### src/rtl/mc_pkg.sv
// Shared types and encodings for the multi-cycle MIPS control unit:
// FSM states, opcodes, mux select codes and the control-vector bundle.
package mc_pkg;

  typedef enum logic [2:0] {
    S_FETCH  = 3'd0,
    S_DECODE = 3'd1,
    S_EXEC   = 3'd2,
    S_MEM    = 3'd3,
    S_WB     = 3'd4,
    S_HALT   = 3'd7
  } state_t;

  localparam logic [2:0] OP_ADD  = 3'b000;
  localparam logic [2:0] OP_SLI  = 3'b001;
  localparam logic [2:0] OP_J    = 3'b010;
  localparam logic [2:0] OP_JAL  = 3'b011;
  localparam logic [2:0] OP_LW   = 3'b100;
  localparam logic [2:0] OP_SW   = 3'b101;
  localparam logic [2:0] OP_BEQ  = 3'b110;
  localparam logic [2:0] OP_ADDI = 3'b111;

  localparam logic [1:0] PC_INC    = 2'b00;
  localparam logic [1:0] PC_BRANCH = 2'b01;
  localparam logic [1:0] PC_JUMP   = 2'b10;

  localparam logic [1:0] RD_RT = 2'b00;
  localparam logic [1:0] RD_RD = 2'b01;
  localparam logic [1:0] RD_RA = 2'b10;

  localparam logic [1:0] M2R_ALU = 2'b00;
  localparam logic [1:0] M2R_MEM = 2'b01;
  localparam logic [1:0] M2R_PC  = 2'b10;

  typedef struct packed {
    logic       ir_write;
    logic       pc_write;
    logic       iord;
    logic [1:0] pc_src;
    logic [1:0] reg_dst;
    logic [1:0] mem_to_reg;
    logic [1:0] alu_op;
    logic       alu_src;
    logic       mem_read;
    logic       mem_write;
    logic       reg_write;
    logic       sign_or_zero;
  } ctrl_t;

  localparam ctrl_t CTRL_DEFAULT = '{
    ir_write:     1'b0,
    pc_write:     1'b0,
    iord:         1'b0,
    pc_src:       PC_INC,
    reg_dst:      RD_RT,
    mem_to_reg:   M2R_ALU,
    alu_op:       2'b00,
    alu_src:      1'b0,
    mem_read:     1'b0,
    mem_write:    1'b0,
    reg_write:    1'b0,
    sign_or_zero: 1'b1
  };

  // Per-instruction fields decoded from the latched opcode
  typedef struct packed {
    logic [1:0] alu_op;
    logic       alu_src;
    logic       sign_or_zero;
    logic [1:0] reg_dst;
    logic [1:0] mem_to_reg;
    logic       is_beq;
    logic       is_lw;
    logic       is_sw;
    logic       is_wb;
  } dec_t;

endpackage

### src/rtl/mc_control_if.sv
// Control-unit <-> datapath bundle. The control unit uses the master
// modport; the datapath (or a bench standing in for it) uses slave.
interface mc_control_if #(parameter int OPCODE_W = 3);

  logic [OPCODE_W-1:0] opcode;
  logic                zero;
  logic                mem_ready;

  logic                ir_write;
  logic                pc_write;
  logic                iord;
  logic [1:0]          pc_src;
  logic [1:0]          reg_dst;
  logic [1:0]          mem_to_reg;
  logic [1:0]          alu_op;
  logic                alu_src;
  logic                mem_read;
  logic                mem_write;
  logic                reg_write;
  logic                sign_or_zero;
  logic                illegal;
  logic                bus_err;
  logic [2:0]          state;

  modport master (
    input  opcode, zero, mem_ready,
    output ir_write, pc_write, iord, pc_src, reg_dst, mem_to_reg, alu_op,
           alu_src, mem_read, mem_write, reg_write, sign_or_zero,
           illegal, bus_err, state
  );

  modport slave (
    output opcode, zero, mem_ready,
    input  ir_write, pc_write, iord, pc_src, reg_dst, mem_to_reg, alu_op,
           alu_src, mem_read, mem_write, reg_write, sign_or_zero,
           illegal, bus_err, state
  );

endinterface

### src/rtl/mc_decode.sv
// Combinational decode of the latched opcode into the ALU / writeback
// field bundle used by the EXEC, MEM and WB states.
module mc_decode
  import mc_pkg::*;
(
  input  logic [2:0] op,
  output dec_t       dec
);

  // Opcode to field bundle; j/jal never reach EXEC so they keep defaults
  always_comb begin
    dec = '{alu_op: 2'b00, alu_src: 1'b0, sign_or_zero: 1'b1,
            reg_dst: RD_RT, mem_to_reg: M2R_ALU,
            is_beq: 1'b0, is_lw: 1'b0, is_sw: 1'b0, is_wb: 1'b0};
    case (op)
      OP_ADD: begin
        dec.reg_dst = RD_RD;
        dec.is_wb   = 1'b1;
      end
      OP_SLI: begin
        dec.alu_op       = 2'b10;
        dec.alu_src      = 1'b1;
        dec.sign_or_zero = 1'b0;
        dec.is_wb        = 1'b1;
      end
      OP_ADDI: begin
        dec.alu_op  = 2'b11;
        dec.alu_src = 1'b1;
        dec.is_wb   = 1'b1;
      end
      OP_LW: begin
        dec.alu_op     = 2'b11;
        dec.alu_src    = 1'b1;
        dec.mem_to_reg = M2R_MEM;
        dec.is_lw      = 1'b1;
      end
      OP_SW: begin
        dec.alu_op  = 2'b11;
        dec.alu_src = 1'b1;
        dec.is_sw   = 1'b1;
      end
      OP_BEQ: begin
        dec.alu_op = 2'b01;
        dec.is_beq = 1'b1;
      end
      default: begin
        dec.is_wb = 1'b0;
      end
    endcase
  end

endmodule

### src/rtl/mc_control.sv
// Multi-cycle control FSM for the 16-bit MIPS datapath: sequences
// FETCH/DECODE/EXEC/MEM/WB, times out stalled memory and traps bad opcodes.
module mc_control
  import mc_pkg::*;
#(
  parameter int OPCODE_W = 3,
  parameter int TIMEOUT  = 16
) (
  input  logic        clk,
  input  logic        reset,
  mc_control_if.master bus
);

  localparam int             CNT_W    = $clog2(TIMEOUT);
  localparam logic [CNT_W-1:0] CNT_LAST = CNT_W'(TIMEOUT - 1);

  state_t            state_r;
  state_t            state_nxt_s;
  logic [2:0]        op_q_r;
  logic [CNT_W-1:0]  cnt_r;
  logic              illegal_r;
  logic              bus_err_r;
  logic              set_illegal_s;
  logic              set_bus_err_s;
  logic              illegal_op_s;
  logic              mem_phase_s;
  logic              timeout_s;
  ctrl_t             ctrl_s;
  ctrl_t             ctrl_out_s;
  dec_t              dec_s;

  mc_decode u_decode (
    .op  (op_q_r),
    .dec (dec_s)
  );

  generate
    if (OPCODE_W > 3) begin : g_wide_op
      assign illegal_op_s = |bus.opcode[OPCODE_W-1:3];
    end else begin : g_narrow_op
      assign illegal_op_s = 1'b0;
    end
  endgenerate

  assign mem_phase_s = (state_r == S_FETCH) || (state_r == S_MEM);
  // A ready on the last allowed cycle still wins over the timeout
  assign timeout_s   = mem_phase_s && !bus.mem_ready && (cnt_r == CNT_LAST);

  // Next-state and control-vector decode
  always_comb begin
    ctrl_s        = CTRL_DEFAULT;
    state_nxt_s   = state_r;
    set_illegal_s = 1'b0;
    set_bus_err_s = 1'b0;
    case (state_r)
      S_FETCH: begin
        ctrl_s.mem_read = 1'b1;
        if (timeout_s) begin
          set_bus_err_s = 1'b1;
          state_nxt_s   = S_HALT;
        end else if (bus.mem_ready) begin
          ctrl_s.ir_write = 1'b1;
          ctrl_s.pc_write = 1'b1;
          ctrl_s.pc_src   = PC_INC;
          state_nxt_s     = S_DECODE;
        end else begin
          state_nxt_s = S_FETCH;
        end
      end
      S_DECODE: begin
        if (illegal_op_s) begin
          set_illegal_s = 1'b1;
          state_nxt_s   = S_HALT;
        end else if (bus.opcode[2:0] == OP_J) begin
          ctrl_s.pc_write = 1'b1;
          ctrl_s.pc_src   = PC_JUMP;
          state_nxt_s     = S_FETCH;
        end else if (bus.opcode[2:0] == OP_JAL) begin
          ctrl_s.pc_write   = 1'b1;
          ctrl_s.pc_src     = PC_JUMP;
          ctrl_s.reg_write  = 1'b1;
          ctrl_s.reg_dst    = RD_RA;
          ctrl_s.mem_to_reg = M2R_PC;
          state_nxt_s       = S_FETCH;
        end else begin
          state_nxt_s = S_EXEC;
        end
      end
      S_EXEC: begin
        ctrl_s.alu_op       = dec_s.alu_op;
        ctrl_s.alu_src      = dec_s.alu_src;
        ctrl_s.sign_or_zero = dec_s.sign_or_zero;
        if (dec_s.is_beq) begin
          ctrl_s.pc_src   = PC_BRANCH;
          ctrl_s.pc_write = bus.zero;
          state_nxt_s     = S_FETCH;
        end else if (dec_s.is_lw || dec_s.is_sw) begin
          state_nxt_s = S_MEM;
        end else if (dec_s.is_wb) begin
          state_nxt_s = S_WB;
        end else begin
          state_nxt_s = S_FETCH;
        end
      end
      S_MEM: begin
        ctrl_s.iord         = 1'b1;
        ctrl_s.alu_op       = dec_s.alu_op;
        ctrl_s.alu_src      = dec_s.alu_src;
        ctrl_s.sign_or_zero = dec_s.sign_or_zero;
        ctrl_s.mem_read     = dec_s.is_lw;
        ctrl_s.mem_write    = dec_s.is_sw;
        if (timeout_s) begin
          set_bus_err_s = 1'b1;
          state_nxt_s   = S_HALT;
        end else if (bus.mem_ready) begin
          state_nxt_s = dec_s.is_lw ? S_WB : S_FETCH;
        end else begin
          state_nxt_s = S_MEM;
        end
      end
      S_WB: begin
        ctrl_s.alu_op       = dec_s.alu_op;
        ctrl_s.alu_src      = dec_s.alu_src;
        ctrl_s.sign_or_zero = dec_s.sign_or_zero;
        ctrl_s.reg_write    = 1'b1;
        ctrl_s.reg_dst      = dec_s.reg_dst;
        ctrl_s.mem_to_reg   = dec_s.mem_to_reg;
        state_nxt_s         = S_FETCH;
      end
      S_HALT: begin
        state_nxt_s = S_HALT;
      end
      default: begin
        state_nxt_s = S_FETCH;
      end
    endcase
  end

  // Reset overrides outputs combinationally so strobes drop in the same cycle
  assign ctrl_out_s = reset ? CTRL_DEFAULT : ctrl_s;

  // State, latched opcode, wait counter and sticky error flags
  always_ff @(posedge clk) begin
    if (reset) begin
      state_r   <= S_FETCH;
      op_q_r    <= 3'b000;
      cnt_r     <= '0;
      illegal_r <= 1'b0;
      bus_err_r <= 1'b0;
    end else begin
      state_r <= state_nxt_s;
      if (state_r == S_DECODE) begin
        op_q_r <= bus.opcode[2:0];
      end
      if ((state_nxt_s != state_r) || bus.mem_ready) begin
        cnt_r <= '0;
      end else if (mem_phase_s) begin
        cnt_r <= cnt_r + CNT_W'(1);
      end
      illegal_r <= illegal_r | set_illegal_s;
      bus_err_r <= bus_err_r | set_bus_err_s;
    end
  end

  assign bus.ir_write     = ctrl_out_s.ir_write;
  assign bus.pc_write     = ctrl_out_s.pc_write;
  assign bus.iord         = ctrl_out_s.iord;
  assign bus.pc_src       = ctrl_out_s.pc_src;
  assign bus.reg_dst      = ctrl_out_s.reg_dst;
  assign bus.mem_to_reg   = ctrl_out_s.mem_to_reg;
  assign bus.alu_op       = ctrl_out_s.alu_op;
  assign bus.alu_src      = ctrl_out_s.alu_src;
  assign bus.mem_read     = ctrl_out_s.mem_read;
  assign bus.mem_write    = ctrl_out_s.mem_write;
  assign bus.reg_write    = ctrl_out_s.reg_write;
  assign bus.sign_or_zero = ctrl_out_s.sign_or_zero;
  assign bus.illegal      = reset ? 1'b0 : illegal_r;
  assign bus.bus_err      = reset ? 1'b0 : bus_err_r;
  assign bus.state        = state_r;

endmodule

### src/flat_wrapper.sv
// flat-port wrapper written by rule: the top's interface ports become plain ports
module mc_control_flat import mc_pkg::*;
#(
  parameter int OPCODE_W = 3,
  parameter int TIMEOUT  = 16
)
  (clk, reset, bus_opcode, bus_zero, bus_mem_ready, bus_ir_write, bus_pc_write, bus_iord, bus_pc_src, bus_reg_dst, bus_mem_to_reg, bus_alu_op, bus_alu_src, bus_mem_read, bus_mem_write, bus_reg_write, bus_sign_or_zero, bus_illegal, bus_bus_err, bus_state);
  mc_control_if #(.OPCODE_W(OPCODE_W)) bus_i ();
  input  logic clk;
  input  logic reset;
  input wire logic [$bits(bus_i.opcode)-1:0] bus_opcode;
  input wire logic [$bits(bus_i.zero)-1:0] bus_zero;
  input wire logic [$bits(bus_i.mem_ready)-1:0] bus_mem_ready;
  output wire logic [$bits(bus_i.ir_write)-1:0] bus_ir_write;
  output wire logic [$bits(bus_i.pc_write)-1:0] bus_pc_write;
  output wire logic [$bits(bus_i.iord)-1:0] bus_iord;
  output wire logic [$bits(bus_i.pc_src)-1:0] bus_pc_src;
  output wire logic [$bits(bus_i.reg_dst)-1:0] bus_reg_dst;
  output wire logic [$bits(bus_i.mem_to_reg)-1:0] bus_mem_to_reg;
  output wire logic [$bits(bus_i.alu_op)-1:0] bus_alu_op;
  output wire logic [$bits(bus_i.alu_src)-1:0] bus_alu_src;
  output wire logic [$bits(bus_i.mem_read)-1:0] bus_mem_read;
  output wire logic [$bits(bus_i.mem_write)-1:0] bus_mem_write;
  output wire logic [$bits(bus_i.reg_write)-1:0] bus_reg_write;
  output wire logic [$bits(bus_i.sign_or_zero)-1:0] bus_sign_or_zero;
  output wire logic [$bits(bus_i.illegal)-1:0] bus_illegal;
  output wire logic [$bits(bus_i.bus_err)-1:0] bus_bus_err;
  output wire logic [$bits(bus_i.state)-1:0] bus_state;
  assign bus_i.opcode = bus_opcode;
  assign bus_i.zero = bus_zero;
  assign bus_i.mem_ready = bus_mem_ready;
  assign bus_ir_write = bus_i.ir_write;
  assign bus_pc_write = bus_i.pc_write;
  assign bus_iord = bus_i.iord;
  assign bus_pc_src = bus_i.pc_src;
  assign bus_reg_dst = bus_i.reg_dst;
  assign bus_mem_to_reg = bus_i.mem_to_reg;
  assign bus_alu_op = bus_i.alu_op;
  assign bus_alu_src = bus_i.alu_src;
  assign bus_mem_read = bus_i.mem_read;
  assign bus_mem_write = bus_i.mem_write;
  assign bus_reg_write = bus_i.reg_write;
  assign bus_sign_or_zero = bus_i.sign_or_zero;
  assign bus_illegal = bus_i.illegal;
  assign bus_bus_err = bus_i.bus_err;
  assign bus_state = bus_i.state;
  mc_control #(.OPCODE_W(OPCODE_W), .TIMEOUT(TIMEOUT)) u_core (.clk(clk), .reset(reset), .bus(bus_i));
endmodule
### config.mk
export PLATFORM = sky130hd
export DESIGN_NAME = mc_control_flat
export DESIGN_NICKNAME = d
export VERILOG_FILES = /design/src/rtl/mc_pkg.sv /design/src/rtl/mc_control_if.sv /design/src/rtl/mc_decode.sv /design/src/rtl/mc_control.sv /design/src/flat_wrapper.sv
export SDC_FILE = /design/constraint.sdc
export NUM_CORES = 1
export LEC_CHECK = 0
export BUFFER_PORTS_ARGS = -buffer_cell sky130_fd_sc_hd__buf_2
export CORE_ASPECT_RATIO = 0.6
export CORE_MARGIN = 8
export CORE_UTILIZATION = 39
export DETAILED_ROUTE_END_ITERATION = 8
export GPL_TIMING_DRIVEN = 0
export PLACE_DENSITY = 0.6
export REMOVE_ABC_BUFFERS = 1
export SETUP_SLACK_MARGIN = 0.2
export SYNTH_ARGS = -nofsm -noshare
export SYNTH_HDL_FRONTEND = slang
export SYNTH_HIERARCHICAL = 1
export SYNTH_SLANG_ARGS = --single-unit
### constraint.sdc
create_clock -name clk -period 3.21 [get_ports clk]
set_input_delay 0.4815 -clock clk [delete_from_list [all_inputs] [get_ports clk]]
set_output_delay 0.4815 -clock clk [all_outputs]
set_load 0.01 [all_outputs]
# --- Word-level counts from Yosys, hierarchy flattened ---
# Index checks and enable logic that the tools add are counted.
totals:
  elab_cells: 80
  regBits: 12
  out_inout_bits: 21
classes:
  n_bitwise: 1
  eq_ne: 14
  addsub: 1
  n_reduce_logical: 14
  n_mux: 45
ops:
  columns: ["operator", "count"]
  rows:
  - ["3-bit two-way mux", 8]
  - ["1-bit two-way mux", 22]
  - ["3-bit == test (second input constant)", 6]
  - ["16-bit two-way mux", 1]
  - ["3-bit case mux with 5 select lines", 1]
  - ["3-bit by 2-bit == test with 1-bit output (second input constant)", 4]
  - ["2-bit two-way mux", 5]
  - ["3-bit OR reduction", 3]
  - ["4-bit case mux with 2 select lines", 1]
  - ["3-bit by 1-bit == test with 1-bit output (second input constant)", 2]
  - ["3-bit logical NOT", 2]
  - ["6-bit two-way mux", 1]
  - ["2-bit case mux with 3 select lines", 1]
  - ["4-bit by 1-bit adder with 4-bit output (second input constant)", 1]
  - ["4-bit == test (second input constant)", 1]
  - ["4-bit two-way mux", 1]
  - ["1-bit case mux with 2 select lines", 2]
  - ["2-bit case mux with 2 select lines", 1]
  - ["2-bit OR reduction", 2]
  - ["4-bit OR reduction", 1]
  - ["1-bit logical OR", 3]
  - ["3-bit != test", 1]
  - ["1-bit case mux with 3 select lines", 1]
  - ["1-bit logical AND", 2]
  - ["2 further kinds", 2]

# --- Depth between registers and ports, before layout ---
# Gate-level depths: netlist of the first run.
logic_depth:
  depth_word: 10
  ltp_mapped: 7
  depth_no_buf: 6

# --- Hierarchy ---
# The synthesis of the first run kept the hierarchy.
by_module_without_submodules:
  columns: ["mod", "instances", "seq_area_each_um2", "cells_each", "area_each_um2"]
  rows:
  - ["mc_control", 1, 240.2, 105, 872.1]
  - ["mc_decode", 1, 0.0, 17, 101.3]

# --- Worst setup path after synthesis of the first run ---
# No wires, ideal clock.
synth_timing:
  path_kind: "register -> output"
  start: "register u_core.state_r[2], in the netlist u_core/bus.state[2]"
  end: "output port bus_mem_to_reg[1]"
  slack_ns: 1.253
  path_stages_with_launch: 6
  required_ns: 2.728
  arrival_ns: 1.476
  path_buffers: 2
  cell_sequence: "dfxtp_1 > buf_4 > buf_2 > nor4_1 > nand2_1 > nand2_1"
synth_between:
  elab_chain_cells: 3
synth_lines:
  columns: ["element", "line_no", "rtl"]
  rows:
  - ["start, declared", "mc_control.sv:17", "state_t state_r;"]
  - ["start signal, assigned", "mc_control.sv:151", "state_r <= state_nxt_s;"]
  - ["3-bit == test / 3-bit by 1-bit == test with 1-bit output (equally long branches)", "mc_control.sv:55", "case (state_r)"]
  - ["4-bit case mux with 2 select lines (*)", "mc_control.sv:55", null]
  - ["16-bit two-way mux (*)", "mc_control.sv:140", "assign ctrl_out_s = reset ? CTRL_DEFAULT : ctrl_s;"]
  - ["end, declared", "flat_wrapper.sv:19", "output wire logic [$bits(bus_i.mem_to_reg)-1:0] bus_mem_to_reg;"]
# Mark *: on every way between the ends. The rest lies on a longest branch, timed or not.

# --- Worst setup path in the final report of the first run ---
layout_timing:
  start: "register u_core.state_r[2], in the netlist u_core/bus.state[2]"
  end: "output port bus_mem_to_reg[0]"
# The elaborated chain is that of the path after synthesis.

==> key figures, run 1 <==
Status
  – Outcome: finished clean

STA
  – Max_slew headroom: between 40% and 50%
  – Clock skew: between 0.9 and 1 ps
  – Hold Fails Final Rpt: 0
  – Final min period: around 2400 ps
  – Max-slew violation count: 0
  – Tightest Pin Transition: between 700 and 800 ps
  – Period utilization: between 70 and 80%
  – Setup TNS: 0 ps
  – Setup violations, final: 0
  – Highest Clock Rate: approximately 420 MHz
  – RSZ-0062 raised after global routing: no

Layout
  – Commonest non-fill, non-tap cells in the layout: 27 x buf_2, 13 x nand2_1, 12 x dfxtp_1
  – Inserted Diodes: 0
  – Area Growth Syn to Fin: 15.7%
  – Final Core Density: 46.2%
  – Nets@finish: between 150 and 200
  – Commonest non-fill, non-tap cell in the layout: buf_2
  – Proportion of layout cells with a drive suffix above 1: a little under 30%

Floorplan
  – Core area: 2430 um^2
  – Initial Util: approximately 40%
  – Die ar.: roughly 4400 um^2
  – Chip width: slightly above 80 um
  – IO Pins: 28
  – # rows: 14
  – Die Y: between 50 and 60 um

Drt
  – Routed Antenna Nets: 0
  – Total Wirelength: between 2 and 2.5 mm
  – DRC errors left: 0
  – DR pass1 iterations: 4
  – DR iter-0 viols: 54
  – Via-per-instance ratio: around 5.3
  – Drt wl/cell: ~14 um
  – Vias: ~900

Synth
  – YS warnings: 6
  – Post-Syn Area: between 900 and 1000 um^2
  – Synth unique cells: 42
  – Gate Count Post-Synth: approximately 120
  – Avg Inst Size Synth: about 8.0 um^2
  – Area share of the largest cell type after synthesis: about a quarter
  – Sequential area share after synthesis: between 20% and 30%
  – Flops & latches, synth: 12
  – Dominant cell type by area after synthesis: dfxtp_1
  – Synth top area cells: dfxtp_1 25%, nor3_1 5.7%, nand2_1 5.0%

Power and ir drop
  – Internal power: between 0.2 and 0.3 mW
  – Pwr dens: 334 nW/um^2
  – Leakage: 0.510 nW
  – Seq pwr share: between 40 and 50%
  – Switch Pwr: ~0.11 mW
  – Net Sw Frac: about 28%
  – Share of total power in the clock network: 35.4%
  – Gate power share: between 10% and 20%
  – VDD IR max: about 280 uV

Global routing
  – First-pass GRT wire length: around 4.0 mm
  – Largest net degree at the start of global routing: 22
  – Vias in the first global route: between 800 and 900
  – Gr ovfl total: 0
  – Initial antenna violation count: 0
  – Gr usage total: a little under an eighth

Setup path
  – Worst path required time: about 2700 ps
  – Setup crit end kind: primary output
  – Cell Chain, Critical Path: nand2b_1, nor3_1, and2_1, buf_2
  – Arrival @ worst endpoint: between 1500 and 2000 ps
  – CP Launch Type: register
  – CP max stage cell: dfxtp_1
  – Crit path max fanout: 21
  – Setup CP Type: reg -> out
  – CP peak stage delay: between 800 and 900 ps

Clock tree
  – Bufs on Longest Clock Path: 2
  – Total CTS buffers: 3
  – CTS root buf: clkbuf_8
  – TritonCTS clock tree: built
  – Worst-Skew Late Latency: 230 ps
  – Hold Buf Count CTS: 0
  – Post-cts resize count: 0
  – Setup bufs post-CTS: 0
  – Clk slew on worst S/H paths: ~50 ps
  – H-tree Lvls: 1
  – Clock Sinks: 12

Min path
  – HP Class: reg -> reg

Run
  – Max-Cap Viols: 0

Place
  – GP Congestion: ~0.80
  – Hpwl dp: roughly 1.9 mm
  – IO buf count: 27
-- power groups by stage --
stage | Combinational, mW | Sequential, mW | Clock (mW)
2_1_floorplan | 0.0499 | 0.169 | 0
3_3_place_gp | 0.0728 | 0.172 | 0
3_5_place_dp | 0.0739 | 0.172 | 0
4_1_cts | 0.0742 | 0.169 | 0.141
5_1_grt | 0.0823 | 0.171 | 0.146
6_report | 0.0740 | 0.169 | 0.133
-- flip-flops by register name, summed over array words and instances, names as in the netlist --
| signal | count |
|---|---|
| u_core/op_q_r | 3 |
| u_core/bus.state | 3 |
| u_core/illegal_r | 1 |
| u_core/cnt_r | 4 |
| u_core/bus_err_r | 1 |
-- critical path: cells and delay by family, from the launching register on --
kind / cells / cell delay (ps)
buf+inv: 1 / 130
simple gates: 3 / 730
flops: 1 / 810
-- cells in the mapped netlist --
| library cell | n |
|---|---|
| nand2_1 | 13 |
| dfxtp_1 | 12 |
| nor3_1 | 11 |
| nor2_1 | 10 |
| a21oi_1 | 7 |
| and2_1 | 7 |
| nor3b_1 | 5 |
| buf_4 | 4 |
| nand2b_1 | 4 |
| nor2b_1 | 4 |
| clkbuf_1 | 3 |
| mux2i_1 | 3 |
| nand3_1 | 3 |
| xnor2_1 | 3 |
| a31oi_1 | 2 |
| buf_2 | 2 |
| maj3_1 | 2 |
| o21bai_1 | 2 |
| or2b_1 | 2 |
| a211oi_1 | 1 |
| a211oi_2 | 1 |
| a21o_1 | 1 |
| a221oi_2 | 1 |
| a22o_1 | 1 |
| a2bb2oi_1 | 1 |
| a31o_2 | 1 |
| a31oi_2 | 1 |
| and3b_1 | 1 |
| and4b_4 | 1 |
| buf_6 | 1 |
| clkbuf_2 | 1 |
| conb_1 | 1 |
| ha_1 | 1 |
| inv_2 | 1 |
| mux2_2 | 1 |
| nand3b_4 | 1 |
| nor4_1 | 1 |
| nor4b_4 | 1 |
| o2111ai_2 | 1 |
| or2_2 | 1 |
| or3b_1 | 1 |
| xor2_1 | 1 |
-- cell families (layout without fill, tap and decap cells) --
group | count (synthesis) | after routing | share of synthesized area [%]
and+or+nand+nor | 66 | 66 | 40.1
AOI/OAI and AO/OA | 20 | 20 | 16.3
DFF | 12 | 12 | 24.7
buffers and inverters | 12 | 31 | 7.33
xor gates and xnor gates | 4 | 4 | 3.60
muxes | 4 | 4 | 4.24
adders and majority gates | 3 | 3 | 3.34
other | 1 | 2 | 0.385
-- layout make-up --
type,count,area (um^2)
well taps,32,40.0
multi-input cells,99,666
fillers,250,1310
repair buffers,27,135
flip-flops and latches,12,240
clock buffers,3,41.3
inverters,1,3.75
-- through the flow --
stage	hold WS [ps]	cell area [um^2]	power [mW]	worst slack [ps]	cells
2_1_floorplan	489	910	0.219	1260	112
3_3_place_gp	453	1080	0.244	1090	171
3_5_place_dp	456	1080	0.246	1070	171
4_1_cts	467	1130	0.384	805	174
5_1_grt	481	1130	0.400	588	174
6_report	463	1130	0.376	826	174
-- final timing paths --
kind                            slack [ps]           startpoint  depth (start not counted)           endpoint
worst max-delay path                   830  u_core/bus.state[2]                          4  bus_mem_to_reg[0]
worst min-delay path                   460     u_core/illegal_r                          1   u_core/illegal_r
worst max register to register        1260     u_core/op_q_r[2]                          5    u_core/cnt_r[0]
worst min register to register         460     u_core/illegal_r                          1   u_core/illegal_r
-- per-layer routing --
metal / track usage, % / vias to the layer above / wire, um
met5: 0 / - / 0
met4: 1.80 / 0 / 8
met3: 4.92 / 2 / 267
met2: 16.7 / 32 / 935
met1: 16.5 / 425 / 1210
li1: - / 463 / -
Note: power is estimated with default switching activity, not from simulation.
==> inputs of run 2 (changes only) <==
clock period = 2.5 ns   (was 3.21 ns; I/O delays follow)
==> key figures, run 2 (synthesis gave the netlist of run 1 again) <==
Global routing
  – Gr ovfl total: 0 (unchanged)
  – Met1 usage: 16.5% (unchanged)
  – Met2 Usage GRT: 16.7% (unchanged)
  – Vias in the first global route: 851 (unchanged)
  – Met3 global-route usage: 4.92% (unchanged)
  – GRT busiest layer: met2
  – Largest net degree at the start of global routing: 22 (unchanged)
  – Initial antenna violation count: 0 (unchanged)
  – First-pass GRT wire length: 4.04 mm (unchanged)
  – Gr usage total: 11.9% (unchanged)

STA
  – Final min period: between 2000 and 2500 ps
  – RSZ-0062 raised after global routing: no
  – Clock skew: 1.52 ps (+0.611 ps)
  – Tightest Pin Transition: 574 ps (-189 ps)
  – Setup TNS: 0 ps (unchanged)
  – Hold Fails Final Rpt: 0 (unchanged)
  – PnR worst setup slack: 427 ps (-400 ps)
  – Period utilization: 82.9%
  – Max-slew violation count: 0 (unchanged)
  – Setup violations, final: 0 (unchanged)
  – Max_slew headroom: 61.6% (+13 points)
  – Highest Clock Rate: between 400 and 500 MHz

Floorplan
  – Chip width: 80.5 um (unchanged)
  – IO Pins: 28 (unchanged)
  – Core area: 2430 um^2 (unchanged)
  – # rows: 14 (unchanged)
  – Die Y: 54.7 um (unchanged)
  – Die ar.: 4400 um^2 (unchanged)
  – Initial Util: 40.0% (unchanged)

Layout
  – Largest Register: u_core/cnt_r
  – Filler Cell Count: 251 (+0.40%)
  – Design area: 1130 um^2 (+0.67%)
  – Commonest non-fill, non-tap cell in the layout: buf_2
  – Inserted Diodes: 0 (unchanged)
  – Final Core Density: 46.6% (+0.31 points)
  – Area Growth Syn to Fin: 16.5%
  – Largest register FFs: 4 (unchanged)
  – Non-Filler Instances: 174 (unchanged)
  – Commonest non-fill, non-tap cells in the layout: 27 x buf_2, 13 x nand2_1, 11 x nor3_1
  – Nets@finish: 152 (unchanged)
  – Proportion of layout cells with a drive suffix above 1: 31.0% (+2.1 points)

Clock tree
  – Clock Sinks: 12 (unchanged)
  – Setup bufs post-CTS: 0 (unchanged)
  – Worst-Skew Late Latency: 230 ps (about the same)
  – Clk slew on worst S/H paths: 50 ps (about the same)
  – CTS root buf: clkbuf_8
  – TritonCTS clock tree: built
  – Post-cts resize count: 0 (unchanged)
  – Total CTS buffers: 3 (unchanged)
  – Hold Buf Count CTS: 0 (unchanged)
  – H-tree Lvls: 1 (unchanged)
  – Bufs on Longest Clock Path: 2 (unchanged)

Place
  – GP Congestion: 0.796 (unchanged)
  – Placed cell area: 1080 um^2 (unchanged)
  – IO buf count: 27 (unchanged)
  – Hpwl dp: 1.90 mm (unchanged)
  – DP Cell Count: 171 (unchanged)
  – Setup slack after placement: 465 ps (-603 ps)

Drt
  – Drt wl/cell: 13.9 um (+0.17%)
  – Total Wirelength: 2.42 mm (+0.17%)
  – Routed Antenna Nets: 0 (unchanged)
  – Vias: 926 (+0.43%)
  – DRC errors left: 0 (unchanged)
  – DR pass1 iterations: 4 (unchanged)
  – DR iter-0 viols: 55 (+1.9%)
  – Via-per-instance ratio: 5.32 (+0.43%)

Power and ir drop
  – Leakage: 0.511 nW (+0.26%)
  – Pwr dens: 427 nW/um^2 (+28%)
  – VDD IR max: 355 uV (+27%)

Setup path
  – Arrival @ worst endpoint: 1700 ps (-200 ps)
  – Setup crit end kind: primary output
  – CP peak stage delay: 540 ps (-270 ps)
  – Cell Chain, Critical Path: nor3b_1, a21oi_1, nor3_1, buf_2
  – Crit path max fanout: 9 (-57%)
  – Top cell family by delay on the critical path: simple AND/OR/NAND/NOR gates
  – R2R Setup Slk: 550 ps (-710 ps)
  – Buf/Inv on CP: 1 (unchanged)
  – Worst path required time: 2120 ps (-610 ps)
  – CP Launch Type: register
  – Setup CP Type: reg -> out
  – CP max stage cell: nor3b_1

Min path
  – HP Class: in -> reg

Status
  – Outcome: finished clean

Run
  – Max-Cap Viols: 0 (unchanged)
run 2: cell types whose count changed in the layout (fill, tap and decap cells not counted):
| cell | previous run | this run |
|---|---|---|
| dfxtp_2 | 0 | 2 |
| nor3b_1 | 5 | 4 |
| dfxtp_1 | 12 | 10 |
| nor3b_2 | 0 | 1 |
run 2: per-layer routing:
| metal | vias to the layer above | share of wire, % |
|---|---|---|
| met5 | - | 0 |
| met4 | 0 | 0.33 |
| met3 | 2 | 9.5 |
| met2 | 29 | 39 |
| met1 | 430 | 51 |
| li1 | 465 | - |
run 2: path summary, 6_finish.rpt:
kind                           end             start  cells after the start
setup / recovery      bus_mem_read  u_core/op_q_r[2]                      4
hold / removal    u_core/op_q_r[2]     bus_opcode[2]                      3
setup reg to reg   u_core/cnt_r[0]  u_core/op_q_r[2]                      5
hold reg to reg   u_core/illegal_r  u_core/illegal_r                      1
run 2: power breakdown:
group / total [mW] / switching [mW] / internal (mW)
Clock: 0.171 / 0.0655 / 0.106
Sequential: 0.218 / 0.0197 / 0.198
Combinational: 0.0953 / 0.0510 / 0.0443
run 2: per-stage QoR:
stage	hold slack [ps]	power, mW
6_report	400	0.484
5_1_grt	423	0.514
4_1_cts	394	0.493
3_5_place_dp	456	0.316
3_3_place_gp	453	0.314
2_1_floorplan	444	0.282
run 2: final cells by class:
type | count | area [um^2] | area share, %
multi-input cells | 99 | 671 | 59.2
clock buffers | 3 | 41.3 | 3.64
repair buffers | 27 | 135 | 11.9
well taps | 32 | 40.0 | 3.53
inverters | 1 | 3.75 | 0.331
flip-flops and latches | 12 | 243 | 21.4
run 2: worst reg2reg max path, delay by kind of cell, from the launching register on:
kind | cells | cell delay [ps]
AO/OA/AOI/OAI | 2 | 410
flip-flops | 1 | 470
AND/OR/NAND/NOR | 3 | 980
==> inputs of run 3 (changes only) <==
PLACE_DENSITY = 0.62   (was 0.6)
clock period = 1.9 ns   (was 2.5 ns; I/O delays follow)
==> key figures, run 3 (synthesis gave the netlist of run 1 again) <==
Layout
  – Area Growth Syn to Fin: 38.7%
  – Largest Register: u_core/cnt_r
  – Nets@finish: 163 (+7.2%)
  – Proportion of layout cells with a drive suffix above 1: 45.1% (+14 points)
  – Commonest non-fill, non-tap cells in the layout: 27 x buf_2, 13 x nand2_1, 10 x buf_4, 10 x nor2_1, 7 x and2_1
  – Commonest non-fill, non-tap cell in the layout: buf_2
  – Inserted Diodes: 0 (unchanged)
  – Design area: 1350 um^2 (+19%)
  – Largest register FFs: 4 (unchanged)

Setup path
  – Arrival @ worst endpoint: 1460 ps (-240 ps)
  – Setup crit end kind: primary output
  – CP max stage cell: dfxtp_4
  – Worst path required time: 1620 ps (-500 ps)
  – CP Launch Type: register
  – Setup CP Type: reg -> out
  – Crit path max fanout: 5 (-4)
  – Cell Chain, Critical Path: buf_12, nor2_1, nand2_1, a21oi_1, and2_1, buf_2
  – CP peak stage delay: 360 ps (-180 ps)

STA
  – Highest Clock Rate: approximately 570 MHz
  – Setup violations, final: 0 (unchanged)
  – Final hold slack: 316 ps (-83.6 ps)
  – RSZ-0062 raised after global routing: yes
  – Hold Fails Final Rpt: 0 (unchanged)
  – Final min period: 1740 ps
  – Period utilization: a little over 90%
  – Max-slew violation count: 0 (unchanged)
  – Clock skew: 3.73 ps (+2.22 ps)

Drt
  – DR pass1 iterations: 4 (unchanged)
  – Via-per-instance ratio: 5.30 (-0.46%)
  – Total Wirelength: 2.81 mm (+16%)
  – DRC errors left: 0 (unchanged)
  – Vias: 980 (+5.8%)
  – Drt wl/cell: 15.2 um (+8.9%)
  – Routed Antenna Nets: 0 (unchanged)
  – DR iter-0 viols: 55 (unchanged)

Power and ir drop
  – Net Sw Frac: 29.5% (+1.4 points)
  – Gate power share: 26.3% (+6.6 points)
  – Switch Pwr: 0.202 mW (+48%)
  – Leakage: 0.589 nW (+15%)
  – VDD IR max: 377 uV (+6.3%)
  – Internal power: 0.482 mW (+38%)
  – Share of total power in the clock network: 33.0% (-2.3 points)
  – Seq pwr share: 40.7% (-4.3 points)
  – Pwr dens: 507 nW/um^2 (+19%)

Floorplan
  – Initial Util: 40.0% (unchanged)
  – Chip width: 80.5 um (unchanged)
  – Die ar.: 4400 um^2 (unchanged)
  – # rows: 14 (unchanged)
  – Core area: 2430 um^2 (unchanged)
  – Die Y: 54.7 um (unchanged)
  – IO Pins: 28 (unchanged)

Clock tree
  – Hold Buf Count CTS: 0 (unchanged)
  – Clk slew on worst S/H paths: 50 ps (about the same)
  – H-tree Lvls: 1 (unchanged)
  – Worst-Skew Late Latency: 240 ps (about the same)
  – CTS root buf: clkbuf_8
  – Total CTS buffers: 3 (unchanged)
  – TritonCTS clock tree: built
  – Clock Sinks: 12 (unchanged)
  – Bufs on Longest Clock Path: 2 (unchanged)

Place
  – IO buf count: 27 (unchanged)
  – Hpwl dp: 1.87 mm (-1.8%)
  – Placed cell area: 1080 um^2 (unchanged)
  – GP Congestion: 0.864 (+8.5%)

Status
  – Outcome: finished clean

Global routing
  – Largest net degree at the start of global routing: 22 (unchanged)
  – Initial antenna violation count: 0 (unchanged)
  – Gr ovfl total: 0 (unchanged)
  – Vias in the first global route: 865 (+1.6%)
  – Gr usage total: 12.6% (+0.70 points)
  – First-pass GRT wire length: 4.22 mm (+4.3%)

Run
  – Max-Cap Viols: 0 (unchanged)

Min path
  – HP Class: in -> reg
run 3: cell count changes in the layout (fill, tap and decap cells not counted), sizes merged:
cell,change
buf,+11
run 3: layout make-up:
class	instances	area [um^2]
Clock buffer	3	41.3
Inverter	1	3.75
Fill cell	224	1080
Timing Repair Buffer	38	230
Sequential cell	12	263
Multi-Input combinational cell	99	772
Tap cell	32	40.0
run 3: worst paths after layout:
kind                                     startpoint                  end  slack [ps]  cells past startpoint
worst min-delay path                  bus_opcode[2]     u_core/op_q_r[2]         320                      3
worst min register to register     u_core/illegal_r     u_core/illegal_r         470                      1
worst max-delay path            u_core/bus.state[0]        bus_alu_op[0]         160                      6
worst max register to register     u_core/op_q_r[2]  u_core/bus.state[0]         190                      7
run 3: worst max-delay path, delay by kind of cell (launching register included):
| family | cells | cell delay, ps |
|---|---|---|
| AOI/OAI and AO/OA | 1 | 250 |
| buffers and inverters | 2 | 260 |
| DFF | 1 | 360 |
| and+or+nand+nor | 3 | 360 |
run 3: routing by layer:
metal  vias to the layer above  routed length (um)  global-route usage, %
met4                         0                  25                   5.39
met1                       460                1320                   15.5
met3                         2                 216                   4.59
met2                        29                1250                   19.5
li1                        489                   -                      -
met5                         -                   0                      0
run 3: power by group through the flow:
stage | Clock (mW) | Combinational [mW] | Sequential (mW)
6_report | 0.226 | 0.180 | 0.278
5_1_grt | 0.248 | 0.194 | 0.280
4_1_cts | 0.233 | 0.154 | 0.279
3_5_place_dp | 0 | 0.125 | 0.291
3_3_place_gp | 0 | 0.123 | 0.290
2_1_floorplan | 0 | 0.0843 | 0.286
run 3: metrics by stage:
step                setup slack [ps]  total power [mW]  TNS [ps]  cells  utilization, %
global route                    87.4             0.722         0    185            55.4
floorplan                        148             0.371         0    112               -
finish                           157             0.684         0    185            55.4
CTS                             90.8             0.666         0    179            50.7
detailed placement             -59.9             0.416      -106    171            44.6
global placement               -6.51             0.413     -6.51    171            44.6
run 3: repair_timing:
| item | in CTS | in global routing |
|---|---|---|
| gates resized for setup | 19 | 12 |
| buffers inserted | 5 | 6 |
| setup endpoints to repair | 21 | 17 |
| pin swaps | 3 | 9 |
